### src/rtl/painterengine_gpu_pkg.sv
// rtl/painterengine_gpu_pkg.sv - shared states and AXI constants for the GPU block reader
package painterengine_gpu_pkg;

  typedef enum logic [2:0] {
    IDLE  = 3'd0,
    CALC  = 3'd1,
    ADDR  = 3'd2,
    DATA  = 3'd3,
    DRAIN = 3'd4,
    DONE  = 3'd5,
    ERROR = 3'd6
  } state_t;

  localparam logic [1:0] RESP_OKAY  = 2'b00;
  localparam logic [1:0] BURST_INCR = 2'b01;
  localparam logic [2:0] SIZE_4B    = 3'b010;
  localparam int         PAGE_BYTES = 4096;

endpackage

### src/rtl/painterengine_gpu_reader_if.sv
// rtl/painterengine_gpu_reader_if.sv - AXI4 read address/data channels of the block reader
interface painterengine_gpu_reader_if;

  logic [31:0] araddr;
  logic [7:0]  arlen;
  logic [2:0]  arsize;
  logic [1:0]  arburst;
  logic        arvalid;
  logic        arready;
  logic [31:0] rdata;
  logic [1:0]  rresp;
  logic        rlast;
  logic        rvalid;
  logic        rready;

  modport master (
    output araddr, arlen, arsize, arburst, arvalid, rready,
    input  arready, rdata, rresp, rlast, rvalid
  );

  modport slave (
    input  araddr, arlen, arsize, arburst, arvalid, rready,
    output arready, rdata, rresp, rlast, rvalid
  );

endinterface

### src/rtl/painterengine_gpu_burst_calc.sv
// rtl/painterengine_gpu_burst_calc.sv - beats of the next burst, capped by length, max burst and 4 KB page
module painterengine_gpu_burst_calc
  import painterengine_gpu_pkg::*;
#(
  parameter int PARAM_MAX_BURST = 16
) (
  input  logic [31:0] remaining,
  input  logic [31:0] addr,
  output logic [8:0]  beats,
  output logic [7:0]  arlen
);

  logic [12:0] page_left;
  logic [10:0] page_beats;
  logic [8:0]  cap;

  always_comb begin
    // 13 bits so a page-aligned address yields the full 4096 bytes
    page_left  = 13'(PAGE_BYTES) - {1'b0, addr[11:0]};
    page_beats = page_left[12:2];
    cap        = 9'(PARAM_MAX_BURST);
    if (page_beats < {2'b00, cap}) begin
      cap = page_beats[8:0];
    end
    if (remaining < {23'd0, cap}) begin
      beats = remaining[8:0];
    end else begin
      beats = cap;
    end
    arlen = 8'(beats - 9'd1);
  end

endmodule

### src/rtl/painterengine_gpu_reader.sv
// rtl/painterengine_gpu_reader.sv - DMA read engine: request in, AXI4 INCR bursts out, word stream back
module painterengine_gpu_reader
  import painterengine_gpu_pkg::*;
#(
  parameter int PARAM_MAX_BURST = 16
) (
  input  logic                          i_wire_clock,
  input  logic                          i_wire_reset,
  input  logic [31:0]                   i_wire_address,
  input  logic [31:0]                   i_wire_length,
  input  logic                          i_wire_resetn,
  output logic                          o_wire_done,
  output logic                          o_wire_error,
  output logic [31:0]                   o_wire_data,
  output logic                          o_wire_data_valid,
  input  logic                          i_wire_data_next,
  painterengine_gpu_reader_if.master    axi,
  output logic [31:0]                   o_wire_state
);

  state_t      state;
  logic [31:0] addr_q;
  logic [31:0] remaining_q;
  logic [31:0] araddr_q;
  logic [7:0]  arlen_q;
  logic        arvalid_q;
  logic [8:0]  beats_q;
  logic [8:0]  beat_cnt;
  logic        err_flag;
  logic        abort_q;
  logic        done_q;
  logic        error_q;
  logic [8:0]  calc_beats;
  logic [7:0]  calc_arlen;
  logic        rready;
  logic        beat;
  logic        last_exp;
  logic        beat_err;

  painterengine_gpu_burst_calc #(
    .PARAM_MAX_BURST(PARAM_MAX_BURST)
  ) u_burst_calc (
    .remaining(remaining_q),
    .addr     (addr_q),
    .beats    (calc_beats),
    .arlen    (calc_arlen)
  );

  always_comb begin
    rready   = (state == DATA) ? i_wire_data_next : (state == DRAIN);
    beat     = axi.rvalid && rready;
    last_exp = (beat_cnt == beats_q - 9'd1);
    // a faulty beat is dropped on the spot, later beats via the sticky flag
    beat_err = (axi.rresp != RESP_OKAY) || (axi.rlast != last_exp);
    o_wire_data_valid = (state == DATA) && axi.rvalid && i_wire_data_next
                        && !err_flag && !beat_err;
  end

  assign o_wire_data  = axi.rdata;
  assign o_wire_done  = done_q;
  assign o_wire_error = error_q;
  assign o_wire_state = {29'd0, state};
  assign axi.araddr   = araddr_q;
  assign axi.arlen    = arlen_q;
  assign axi.arsize   = SIZE_4B;
  assign axi.arburst  = BURST_INCR;
  assign axi.arvalid  = arvalid_q;
  assign axi.rready   = rready;

  always_ff @(posedge i_wire_clock or posedge i_wire_reset) begin
    if (i_wire_reset) begin
      state       <= IDLE;
      addr_q      <= '0;
      remaining_q <= '0;
      araddr_q    <= '0;
      arlen_q     <= '0;
      arvalid_q   <= 1'b0;
      beats_q     <= '0;
      beat_cnt    <= '0;
      err_flag    <= 1'b0;
      abort_q     <= 1'b0;
      done_q      <= 1'b0;
      error_q     <= 1'b0;
    end else begin
      case (state)
        IDLE: begin
          if (i_wire_resetn) begin
            if (i_wire_length == 32'd0) begin
              done_q <= 1'b1;
              state  <= DONE;
            end else if (i_wire_address[1:0] != 2'b00) begin
              error_q <= 1'b1;
              state   <= ERROR;
            end else begin
              addr_q      <= i_wire_address;
              remaining_q <= i_wire_length;
              err_flag    <= 1'b0;
              abort_q     <= 1'b0;
              state       <= CALC;
            end
          end
        end
        CALC: begin
          if (!i_wire_resetn) begin
            state <= IDLE;
          end else begin
            araddr_q  <= addr_q;
            arlen_q   <= calc_arlen;
            beats_q   <= calc_beats;
            arvalid_q <= 1'b1;
            state     <= ADDR;
          end
        end
        ADDR: begin
          // arvalid cannot be withdrawn, so an abort is remembered until the handshake
          if (!i_wire_resetn) begin
            abort_q <= 1'b1;
          end
          if (axi.arready) begin
            arvalid_q   <= 1'b0;
            addr_q      <= addr_q + {21'd0, beats_q, 2'b00};
            remaining_q <= remaining_q - {23'd0, beats_q};
            beat_cnt    <= '0;
            state       <= (abort_q || !i_wire_resetn) ? DRAIN : DATA;
          end
        end
        DATA: begin
          if (beat) begin
            beat_cnt <= beat_cnt + 9'd1;
            if (beat_err) begin
              err_flag <= 1'b1;
            end
            if (last_exp) begin
              if (!i_wire_resetn) begin
                state <= IDLE;
              end else if (err_flag || beat_err) begin
                error_q <= 1'b1;
                state   <= ERROR;
              end else if (remaining_q == 32'd0) begin
                done_q <= 1'b1;
                state  <= DONE;
              end else begin
                state <= CALC;
              end
            end else if (!i_wire_resetn) begin
              state <= DRAIN;
            end
          end else if (!i_wire_resetn) begin
            state <= DRAIN;
          end
        end
        DRAIN: begin
          if (beat) begin
            beat_cnt <= beat_cnt + 9'd1;
            if (last_exp) begin
              state <= IDLE;
            end
          end
        end
        DONE: begin
          if (!i_wire_resetn) begin
            done_q <= 1'b0;
            state  <= IDLE;
          end
        end
        ERROR: begin
          if (!i_wire_resetn) begin
            error_q <= 1'b0;
            state   <= IDLE;
          end
        end
        default: state <= IDLE;
      endcase
    end
  end

endmodule

### src/flat_wrapper.sv
// flat-port wrapper written by rule: the top's interface ports become plain ports
module painterengine_gpu_reader_flat import painterengine_gpu_pkg::*;
#(
  parameter int PARAM_MAX_BURST = 16
)
  (i_wire_clock, i_wire_reset, i_wire_address, i_wire_length, i_wire_resetn, o_wire_done, o_wire_error, o_wire_data, o_wire_data_valid, i_wire_data_next, o_wire_state, axi_araddr, axi_arlen, axi_arsize, axi_arburst, axi_arvalid, axi_rready, axi_arready, axi_rdata, axi_rresp, axi_rlast, axi_rvalid);
  painterengine_gpu_reader_if axi_i ();
  input  logic i_wire_clock;
  input  logic i_wire_reset;
  input  logic [31:0] i_wire_address;
  input  logic [31:0] i_wire_length;
  input  logic i_wire_resetn;
  output logic o_wire_done;
  output logic o_wire_error;
  output logic [31:0] o_wire_data;
  output logic o_wire_data_valid;
  input  logic i_wire_data_next;
  output logic [31:0] o_wire_state;
  output wire logic [$bits(axi_i.araddr)-1:0] axi_araddr;
  output wire logic [$bits(axi_i.arlen)-1:0] axi_arlen;
  output wire logic [$bits(axi_i.arsize)-1:0] axi_arsize;
  output wire logic [$bits(axi_i.arburst)-1:0] axi_arburst;
  output wire logic [$bits(axi_i.arvalid)-1:0] axi_arvalid;
  output wire logic [$bits(axi_i.rready)-1:0] axi_rready;
  input wire logic [$bits(axi_i.arready)-1:0] axi_arready;
  input wire logic [$bits(axi_i.rdata)-1:0] axi_rdata;
  input wire logic [$bits(axi_i.rresp)-1:0] axi_rresp;
  input wire logic [$bits(axi_i.rlast)-1:0] axi_rlast;
  input wire logic [$bits(axi_i.rvalid)-1:0] axi_rvalid;
  assign axi_araddr = axi_i.araddr;
  assign axi_arlen = axi_i.arlen;
  assign axi_arsize = axi_i.arsize;
  assign axi_arburst = axi_i.arburst;
  assign axi_arvalid = axi_i.arvalid;
  assign axi_rready = axi_i.rready;
  assign axi_i.arready = axi_arready;
  assign axi_i.rdata = axi_rdata;
  assign axi_i.rresp = axi_rresp;
  assign axi_i.rlast = axi_rlast;
  assign axi_i.rvalid = axi_rvalid;
  painterengine_gpu_reader #(.PARAM_MAX_BURST(PARAM_MAX_BURST)) u_core (.i_wire_clock(i_wire_clock), .i_wire_reset(i_wire_reset), .i_wire_address(i_wire_address), .i_wire_length(i_wire_length), .i_wire_resetn(i_wire_resetn), .o_wire_done(o_wire_done), .o_wire_error(o_wire_error), .o_wire_data(o_wire_data), .o_wire_data_valid(o_wire_data_valid), .i_wire_data_next(i_wire_data_next), .axi(axi_i), .o_wire_state(o_wire_state));
endmodule
### config.mk
export PLATFORM = sky130hd
export DESIGN_NAME = painterengine_gpu_reader_flat
export DESIGN_NICKNAME = d
export VERILOG_FILES = /design/src/rtl/painterengine_gpu_pkg.sv /design/src/rtl/painterengine_gpu_reader_if.sv /design/src/rtl/painterengine_gpu_burst_calc.sv /design/src/rtl/painterengine_gpu_reader.sv /design/src/flat_wrapper.sv
export SDC_FILE = /design/constraint.sdc
export NUM_CORES = 1
export LEC_CHECK = 0
export BUFFER_PORTS_ARGS = -buffer_cell sky130_fd_sc_hd__buf_2
export CORE_UTILIZATION = 55
export CTS_CLUSTER_DIAMETER = 200
export CTS_CLUSTER_SIZE = 20
export DETAILED_ROUTE_END_ITERATION = 12
export GPL_TIMING_DRIVEN = 0
export PLACE_DENSITY = 0.82
export SLEW_MARGIN = 20
export SYNTH_ARGS = -nofsm -noshare
export SYNTH_HDL_FRONTEND = slang
export SYNTH_SLANG_ARGS = --single-unit
### constraint.sdc
create_clock -name i_wire_clock -period 5.1 [get_ports i_wire_clock]
set_input_delay 0.255 -clock i_wire_clock [delete_from_list [all_inputs] [get_ports i_wire_clock]]
set_output_delay 0.255 -clock i_wire_clock [all_outputs]
set_load 0.01 [all_outputs]
Word-level counts from Yosys, hierarchy flattened
Index checks and enable logic that the tools add are counted.
{ "word_totals": {"reg_bits": 130, "romBits": 0, "latch_bits": 0, "mem_bits_rw": 0, "output_inout_bits": 114, "n_memories": 0} }
{ "classes": {"multipliers": 0, "shifts": 0, "n_bitwise": 0, "magnitude_cmp": 2, "n_reduce_logical": 33, "muxes": 60, "div_mod_pow": 0, "eq_ne": 29, "add_sub_neg": 6} }
{ "ops": {"columns": ["cell", "count"], "rows": [
  ["$mux 32", 8],
  ["$pmux 32 s2", 2],
  ["$logic_not 32->1", 2],
  ["$mux 3", 14],
  ["$mux 9", 4],
  ["$add 32x11->32", 1],
  ["$lt 32x9->1", 1],
  ["$sub 32x9->32", 1],
  ["$ne 2x2->1 const B", 13],
  ["$mux 1", 24],
  ["$pmux 3 s6", 1],
  ["$pmux 9 s2", 1],
  ["$reduce_and 9->1", 2],
  ["$ne 2x1->1 const B", 8],
  ["$reduce_and 5->1", 3],
  ["$sub 13x12->13 const A", 1],
  ["$reduce_bool 2->1", 6],
  ["$lt 11x5->1 const B", 1],
  ["$add 9x1->9 const B", 1],
  ["$eq 3x3->1 const B", 3],
  ["$eq 9x9->1", 1],
  ["$sub 9x1->9 const B", 1],
  ["$sub 8x1->8 const B", 1],
  ["$eq 3x2->1 const B", 2],
  ["14 further kinds", 28]
]} }

Depth between registers and ports, before layout
Gate-level depths: netlist of the first run.
{ "depth": {"ltp_word": 10, "ltp_mapped": 18} }

By module
A second synthesis of the first run with hierarchy kept.
{ "hier_totals": {"cells_unflattened": 993, "area_unflattened_um2": 8733.4} }
{ "modules_own_cells": {"columns": ["module", "n_inst", "area_each_um2", "seq_area_each_um2", "cells_each"], "rows": [
  ["painterengine_gpu_reader", 1, 8010.2, 3253.1, 887],
  ["painterengine_gpu_burst_calc", 1, 723.2, 0.0, 106]
]} }

Worst setup path after synthesis of the first run
Ideal clock, no wire load.
{ "synth_path": {"path_kind": "register to register", "start": "reg u_core.addr_q[2]", "end": "reg u_core.arlen_q[4], in the netlist u_core.axi.arlen[4]", "path_buffers": 1, "required_time_ns": 4.962, "period_less_slack_ns": 3.822, "setup_slack_ns": 1.278, "arrival_ns": 3.684, "stages_incl_launch_ff": 19, "cell_sequence": "dfrtp_1 or4_1 or3_1 nand2_1 inv_1 ha_1 o21ai_0 nor2_1 nor4b_1 o21ai_0 a211o_1 buf_6 mux2_4 ha_1 nand2b_1 nor2_1 xor2_1 mux2i_1 o21ai_0"} }
{ "synth_via": {"elab_chain_len": 6} }
{ "synth_rtl": {"columns": ["item", "line", "rtl"], "rows": [
  ["from (decl)", "painterengine_gpu_reader.sv:22", "logic [31:0] addr_q;"],
  ["from (signal assigned)", "painterengine_gpu_reader.sv:95", "addr_q <= i_wire_address;"],
  ["from (signal assigned)", "painterengine_gpu_reader.sv:121", "addr_q <= addr_q + {21'd0, beats_q, 2'b00};"],
  ["$sub 13x12->13 (*)", "painterengine_gpu_burst_calc.sv:19", "page_left = 13'(PAGE_BYTES) - {1'b0, addr[11:0]};"],
  ["$lt 11x5->1", "painterengine_gpu_burst_calc.sv:22", "if (page_beats < {2'b00, cap}) begin"],
  ["$mux 9 (*)", "painterengine_gpu_burst_calc.sv:22", null],
  ["$lt 32x9->1", "painterengine_gpu_burst_calc.sv:25", "if (remaining < {23'd0, cap}) begin"],
  ["$mux 9 (*)", "painterengine_gpu_burst_calc.sv:25", null],
  ["$sub 8x1->8 (*)", "painterengine_gpu_burst_calc.sv:30", "arlen = 8'(beats - 9'd1);"],
  ["to (signal assigned)", "painterengine_gpu_reader.sv:108", "arlen_q <= calc_arlen;"],
  ["to (decl)", "painterengine_gpu_reader.sv:25", "logic [7:0] arlen_q;"]
]} }
Every way passes the cells marked *; elsewhere a longest branch is shown, timed or not.
A chain may end at the register's enable or synchronous reset.

Worst setup path in the final report of the first run
{ "layout_path": {"start": "reg u_core.addr_q[2]", "end": "reg u_core.arlen_q[6], in the netlist u_core.axi.arlen[6]"} }
The elaborated chain is that of the path after synthesis.

==> results of run 1 <==
[Yosys cell counts (all sizes together) (10+ instances only)]
library cell	number
buf	73
a211oi	17
a31oi	10
or3	16
nand4	11
a21o	11
xnor2	16
clkbuf	57
a311oi	22
o22ai	23
nand2	182
a21oi	49
nor4	21
ha	29
and2	12
o211ai	13
nand3	35
o21ai	69
xor2	11
nor3	36
inv	32
nor2	83
nand2b	10
and3	22
dfrtp	130
[report_power, final]
group / internal [mW] / switching, mW / total (mW) / leakage, nW
Clock: 0.730 / 0.483 / 1.21 / 0.271
Combinational: 1.28 / 2.07 / 3.34 / 3.28
Sequential: 1.47 / 0.521 / 1.99 / 1.62
[worst max path at each step]
stage,end,start,slack [ns]
3_5_place_dp,u_core.axi.arlen[6],u_core.addr_q[2],0.77
6_report,u_core.axi.arlen[6],u_core.addr_q[2],0.66
2_1_floorplan,u_core.axi.arlen[4],u_core.addr_q[2],1.28
3_3_place_gp,u_core.o_wire_error,i_wire_reset,-0.21
5_1_grt,u_core.axi.arlen[6],u_core.addr_q[2],0.38
4_1_cts,u_core.axi.arlen[6],u_core.addr_q[2],0.73
[logic make-up (layout without fill, tap and decap cells)]
family | after synthesis | count (layout)
buffers and inverters | 162 | 346
adder cells (fa/ha/maj) | 31 | 31
other | 2 | 38
AO/OA/AOI/OAI | 288 | 288
AND/OR/NAND/NOR | 460 | 460
multiplexers | 12 | 12
XOR/XNOR | 27 | 27
flip-flops | 130 | 130
[final cells by class]
class | instances | area share (%)
Clock inverter | 12 | 1.25
Multi-Input combinational cell | 856 | 46.6
Sequential cell | 130 | 30.1
Tap cell | 216 | 2.50
Timing Repair Buffer | 153 | 7.34
Clock buffer | 19 | 4.10
Inverter | 32 | 1.18
Buffer | 130 | 6.94
[registers in the layout (all words and copies together), names as in the netlist]
name,cells
u_core.axi.arvalid,1
u_core.err_flag,1
u_core.remaining_q,32
u_core.state,3
u_core.o_wire_done,1
u_core.beat_cnt,9
u_core.abort_q,1
u_core.beats_q,9
u_core.axi.araddr,32
u_core.o_wire_error,1
u_core.axi.arlen,8
u_core.addr_q,32
[layer usage]
metal  track usage (%)  vias to the layer above  part of all wire, %
met2              53.4                      642                   45
met1              47.1                     4380                   41
met3              5.13                       88                   11
met4              15.9                        0                  3.5
li1                  -                     4350                    -
met5                 0                        -                    0
[stage by stage]
step	cell area, µm²	hold WS [ns]	cells	setup slack [ns]
4_1_cts	10800	0.102	1548	0.731
3_3_place_gp	10200	0.455	1515	-0.210
6_report	10800	0.107	1548	0.658
2_1_floorplan	9160	0.403	1148	1.28
5_1_grt	10800	0.115	1548	0.384
3_5_place_dp	10200	0.335	1516	0.767
[critical path: stages (launching register included)]
cell,delay [ns]
dfrtp_1,0.46
or4_1,0.64
or3_1,0.36
nand2_1,0.19
inv_1,0.07
ha_1,0.29
o21ai_0,0.09
nor2_1,0.08
nor4b_1,0.22
o21ai_0,0.15
a211o_1,0.32
buf_6,0.15
mux2i_2,0.37
ha_1,0.30
nand2b_1,0.12
nand2b_1,0.17
xnor2_1,0.13
mux2i_1,0.13
o21ai_0,0.08
==> flow_metrics.py, run 1 <==
metrics = {
    "placed_design": {
        "portBuffers": 151,
        "hpwl_mm": 20.9,
        "gp_congestion": 0.947,
    },
    "clocking": {
        "clock_sinks": 130,
        "h-tree-depth": 4,
        "cts_tree": "built",
        "root_buffer": "clkbuf_16",
        "clk_latency_ns": 0.43,
        "holdBufCountCts": 1,
        "post-cts-setup-buffer-count": 0,
        "numCtsBuffers": 17,
        "path_clk_slew_ns": 0.06,
        "clk_path_buf_depth": 2,
        "cts_resized": 0,
    },
    "timing": {
        "finalHoldViolations": 0,
        "maxSlewHeadroom_pct": 43.6,
        "skew_ns": 0.0104,
        "fin_setup_tns_ns": 0,
        "setup_viol": 0,
        "fmax_mhz": 225,
        "fin_crit_ns": 4.44,
        "final_max_slew_viol_count": 0,
        "tightest_slew_ns": 0.845,
        "rsz0062_at_grt": "false",
        "fin_crit_sh_pct": 87.1,
    },
    "synthesis": {
        "synth-compound-area-share_pct": 21.6,
        "synth_edf_count": 0,
        "ys_seq_area_share_pct": 36.0,
        "synth-async-reset-ratio_pct": 100,
        "ys_types": 70,
        "yosysTopAreaCell": "dfrtp_1",
        "synth_cells": 1112,
        "synth_warnings": 0,
        "synth.area.mux_share_pct": 1.55,
        "ys_ff_latch": 130,
        "netlist_area_um2": 9030,
        "synthAdderAreaFrac_pct": 4.46,
        "synthXorXnorAreaFrac_pct": 2.62,
        "synth-simple-area-share_pct": 24.0,
        "yosys_most_used_dff": "dfrtp_1",
        "synth_top_family_by_area": "simple AND/OR/NAND/NOR gates",
        "avgSynthCellArea_um2": 8.12,
        "ys_top_cells_by_area": "dfrtp_1 (36%), nand2_1 (7.6%), buf_4 (5.5%)",
        "synth.top_cell.area_share_pct": 36.0,
    },
    "setup_path": {
        "r2r_cells": 18,
        "rr_startpoint": "u_core.addr_q[2]",
        "critPathKind": "reg2reg",
        "worstReg2RegEnd": "u_core.axi.arlen[6]",
        "reg2reg_slack_ns": 0.66,
        "crit_required_ns": 5.38,
        "cp_max_fo": 8,
        "worstPathArrival_ns": 4.72,
        "start_kind": "flip-flop",
        "cp-end-kind": "flip-flop",
    },
    "global_route": {
        "grt_pass1_wl_mm": 44.3,
        "grt_pass1_vias": 8590,
        "grt_antenna_before_repair": 0,
        "grt_max_degree": 70,
        "track_usage_pct": 34.3,
        "overflow": 0,
    },
    "die": {
        "ios": 219,
        "die_h_um": 130,
        "die_area_um2": 16900,
        "core_area_um2": 15900,
        "initial_core_util_pct": 56.6,
        "rows": 46,
        "die_x_um": 130,
    },
    "layout": {
        "drive_above_1_share_pct": 20.3,
        "regArea_um2": 3250,
        "multi_input_area_um2": 5040,
        "syn_to_final_growth_pct": 19.8,
        "final_nets": 1456,
        "fin_util_pct": 67.8,
        "n_fill_cell": 1385,
        "layout_commonest_cell": "nand2_1",
        "layout_common_cells": "nand2_1 (182), buf_2 (151), dfrtp_1 (130)",
        "insertedDiodeCount": 0,
    },
    "route": {
        "dr.first_iter.drc_count": 1122,
        "routedWlPerCell_um": 18.4,
        "wl_mm": 28.5,
        "drc": 0,
        "routed_via_density": 6.11,
        "first_pass_iters": 8,
        "drtAntennaViolNets": 0,
        "num_vias": 9460,
    },
    "outcome": {
        "status": "completed",
    },
    "pwr": {
        "power_mw": 6.54,
        "powerDensity_nw_per_um2": 605,
        "irDropWorstVdd_mv": 0.366,
        "p_leak_nw": 5.17,
    },
    "hold_path": {
        "hold_path_depth": 3,
        "min_to": "u_core.remaining_q[25]",
        "hold_start": "i_wire_length[25]",
        "holdCritPathClass": "in2reg",
    },
    "flow_run": {
        "maxCapViolCount": 0,
    },
}
Power figures use the tool's default switching activity.
==> run 2: changes to the inputs <==
- PLACE_DENSITY: 0.82 -> 0.84
==> run 2 against run 1 <==
Against the previous run: combinational power barely moved; non-clock buffer count is the same; clock power up 7%; register-to-register slack about the same; largest cell class unchanged; final area rose by 0.35%; sequential share of layout area is 0.10 points lower; cell count hardly changed; critical endpoint unchanged; largest power group unchanged; via count rose by 0.39%; clock skew increased by 0.0020 ns; maximum frequency fell by 0.27%; global-route usage shrank 0.58 points; sequential power is essentially flat.
==> flow_metrics.py, run 2 (synthesized netlist as in run 1, its figures left out) <==
metrics = {
    "pwr": {
        "intPower_mw": 3.53,
        "p_leak_nw": 5.20,
        "pwr-share-seq_pct": 29.9,
        "p_clk_share_pct": 19.6,
        "powerDensity_nw_per_um2": 612,
        "power_frac_comb_pct": 50.4,
        "irDropWorstVdd_mv": 0.347,
        "p_sw_share_pct": 46.8,
        "p_sw_mw": 3.11,
    },
    "die": {
        "core_area_um2": 15900,
        "die_area_um2": 16900,
        "ios": 219,
        "initial_core_util_pct": 56.6,
        "die_h_um": 130,
        "die_x_um": 130,
        "rows": 46,
    },
    "setup_path": {
        "critical-path-max-stage-delay_ns": 0.62,
        "crit_top_cell": "o21ai_0",
        "worstPathArrival_ns": 4.73,
        "crit_slowest_cell": "or4_1",
        "crit_chain": "or4_1, or3_1, nand2_1, inv_1, ha_1, o21ai_0, nor2_1, nor4b_1, o21ai_0, a211o_1, buf_6, mux2i_2, ha_1, nand2b_1, nand2b_1, xnor2_1, mux2i_1, o21ai_0",
        "cp_max_fo": 8,
        "cp-end-kind": "flip-flop",
        "reg2reg_slack_ns": 0.65,
        "critPathKind": "reg2reg",
        "start_kind": "flip-flop",
        "r2r_cells": 18,
        "crit_required_ns": 5.38,
        "worstReg2RegEnd": "u_core.axi.arlen[6]",
        "rr_startpoint": "u_core.addr_q[2]",
    },
    "placed_design": {
        "place_area_um2": 10200,
        "gp_congestion": 0.961,
        "portBuffers": 151,
        "hpwl_mm": 20.5,
    },
    "hold_path": {
        "min_to": "u_core.remaining_q[25]",
        "holdCritPathClass": "in2reg",
        "hold_start": "i_wire_length[25]",
        "hold_path_depth": 3,
    },
    "layout": {
        "syn_to_final_growth_pct": 20.2,
        "layout_commonest_cell": "nand2_1",
        "layout_common_cells": "nand2_1 (182), buf_2 (151), dfrtp_1 (130)",
        "fin_area_um2": 10800,
        "final_nets": 1456,
        "drive_above_1_share_pct": 20.3,
        "insertedDiodeCount": 0,
    },
    "route": {
        "wl_mm": 28.1,
        "routed_via_density": 6.13,
        "first_pass_iters": 5,
        "drtAntennaViolNets": 0,
        "drc": 0,
        "dr.first_iter.drc_count": 1037,
        "num_vias": 9497,
        "routedWlPerCell_um": 18.1,
    },
    "clocking": {
        "root_buffer": "clkbuf_16",
        "cts_tree": "built",
        "path_clk_slew_ns": 0.07,
        "clk_path_buf_depth": 2,
        "numCtsBuffers": 17,
        "h-tree-depth": 4,
        "clk_latency_ns": 0.43,
        "clock_sinks": 130,
    },
    "timing": {
        "fin_crit_sh_pct": 87.3,
        "skew_ns": 0.0125,
        "rsz0062_at_grt": "false",
        "tightest_slew_ns": 0.830,
        "finalHoldViolations": 0,
        "fmax_mhz": 225,
        "setup_viol": 0,
        "fin_crit_ns": 4.45,
        "maxSlewHeadroom_pct": 44.7,
        "final_max_slew_viol_count": 0,
        "fin_setup_tns_ns": 0,
    },
    "global_route": {
        "track_usage_pct": 33.7,
        "grt_max_degree": 78,
        "grt_antenna_before_repair": 0,
        "grt_pass1_wl_mm": 43.4,
        "grt_pass1_vias": 8386,
        "overflow": 0,
    },
    "outcome": {
        "status": "completed",
    },
    "flow_run": {
        "maxCapViolCount": 0,
    },
}
==> run 2: power groups by stage <==
| stage | Combinational, mW | Sequential [mW] | Clock [mW] |
|---|---|---|---|
| final | 3.35 | 1.99 | 1.30 |
| after global routing | 3.68 | 2.04 | 1.35 |
| after CTS | 3.25 | 1.95 | 1.30 |
| after detailed placement | 3.22 | 1.97 | 0 |
| after global placement | 3.13 | 1.95 | 0 |
| after floorplan | 2.30 | 1.88 | 0 |
==> run 2: layout make-up <==
class	count	area, µm²
clock inverter	13	173
tap	216	270
fill	1327	5090
multi-input combinational	856	5040
sequential	130	3250
clock buffer	19	443
timing repair buffer	153	793
buffer	130	751
inverter	32	128
==> run 2: layer usage <==
layer,routed length [µm],GRT usage [%]
met3,3040,7.18
met1,11500,46.1
met5,0,0
met4,1160,17.1
met2,12400,50.4
==> run 2: worst max path at each step <==
stage | startpoint | to
after floorplan | u_core.addr_q[2] | u_core.axi.arlen[4]
after global placement | i_wire_reset | u_core.o_wire_error
after detailed placement | u_core.addr_q[2] | u_core.axi.arlen[6]
after CTS | u_core.addr_q[2] | u_core.axi.arlen[6]
after global routing | u_core.addr_q[2] | u_core.axi.arlen[6]
final | u_core.addr_q[2] | u_core.axi.arlen[6]
==> run 2: what timing repair did <==
| action | CTS | global route |
|---|---|---|
| hold buffers | 1 | 0 |
| setup buffers | 0 | 0 |
| gates resized for setup | 0 | 0 |
| hold endpoints to repair | 53 | 0 |
==> run 2: metrics by stage <==
| stage | power, mW | setup WS, ns | std cells | util (%) | hold WS [ns] |
|---|---|---|---|---|---|
| finish | 6.64 | 0.646 | 1549 | 68.1 | 0.0950 |
| detailed placement | 5.18 | 0.763 | 1516 | 64.1 | 0.285 |
| global placement | 5.08 | -0.175 | 1515 | 63.9 | 0.455 |
| global route | 7.07 | 0.396 | 1549 | 68.1 | 0.108 |
| CTS | 6.51 | 0.729 | 1549 | 68.1 | 0.0917 |
| floorplan | 4.18 | 1.28 | 1148 | - | 0.403 |
==> run 2: critical path: cells and delay by family (launching register included) <==
| family | cells | cell delay, ns |
|---|---|---|
| buffers and inverters | 2 | 0.22 |
| AO/OA/AOI/OAI | 4 | 0.63 |
| adder cells (fa/ha/maj) | 2 | 0.59 |
| multiplexers | 2 | 0.49 |
| XOR/XNOR | 1 | 0.14 |
| AND/OR/NAND/NOR | 7 | 1.78 |
| flip-flops | 1 | 0.46 |
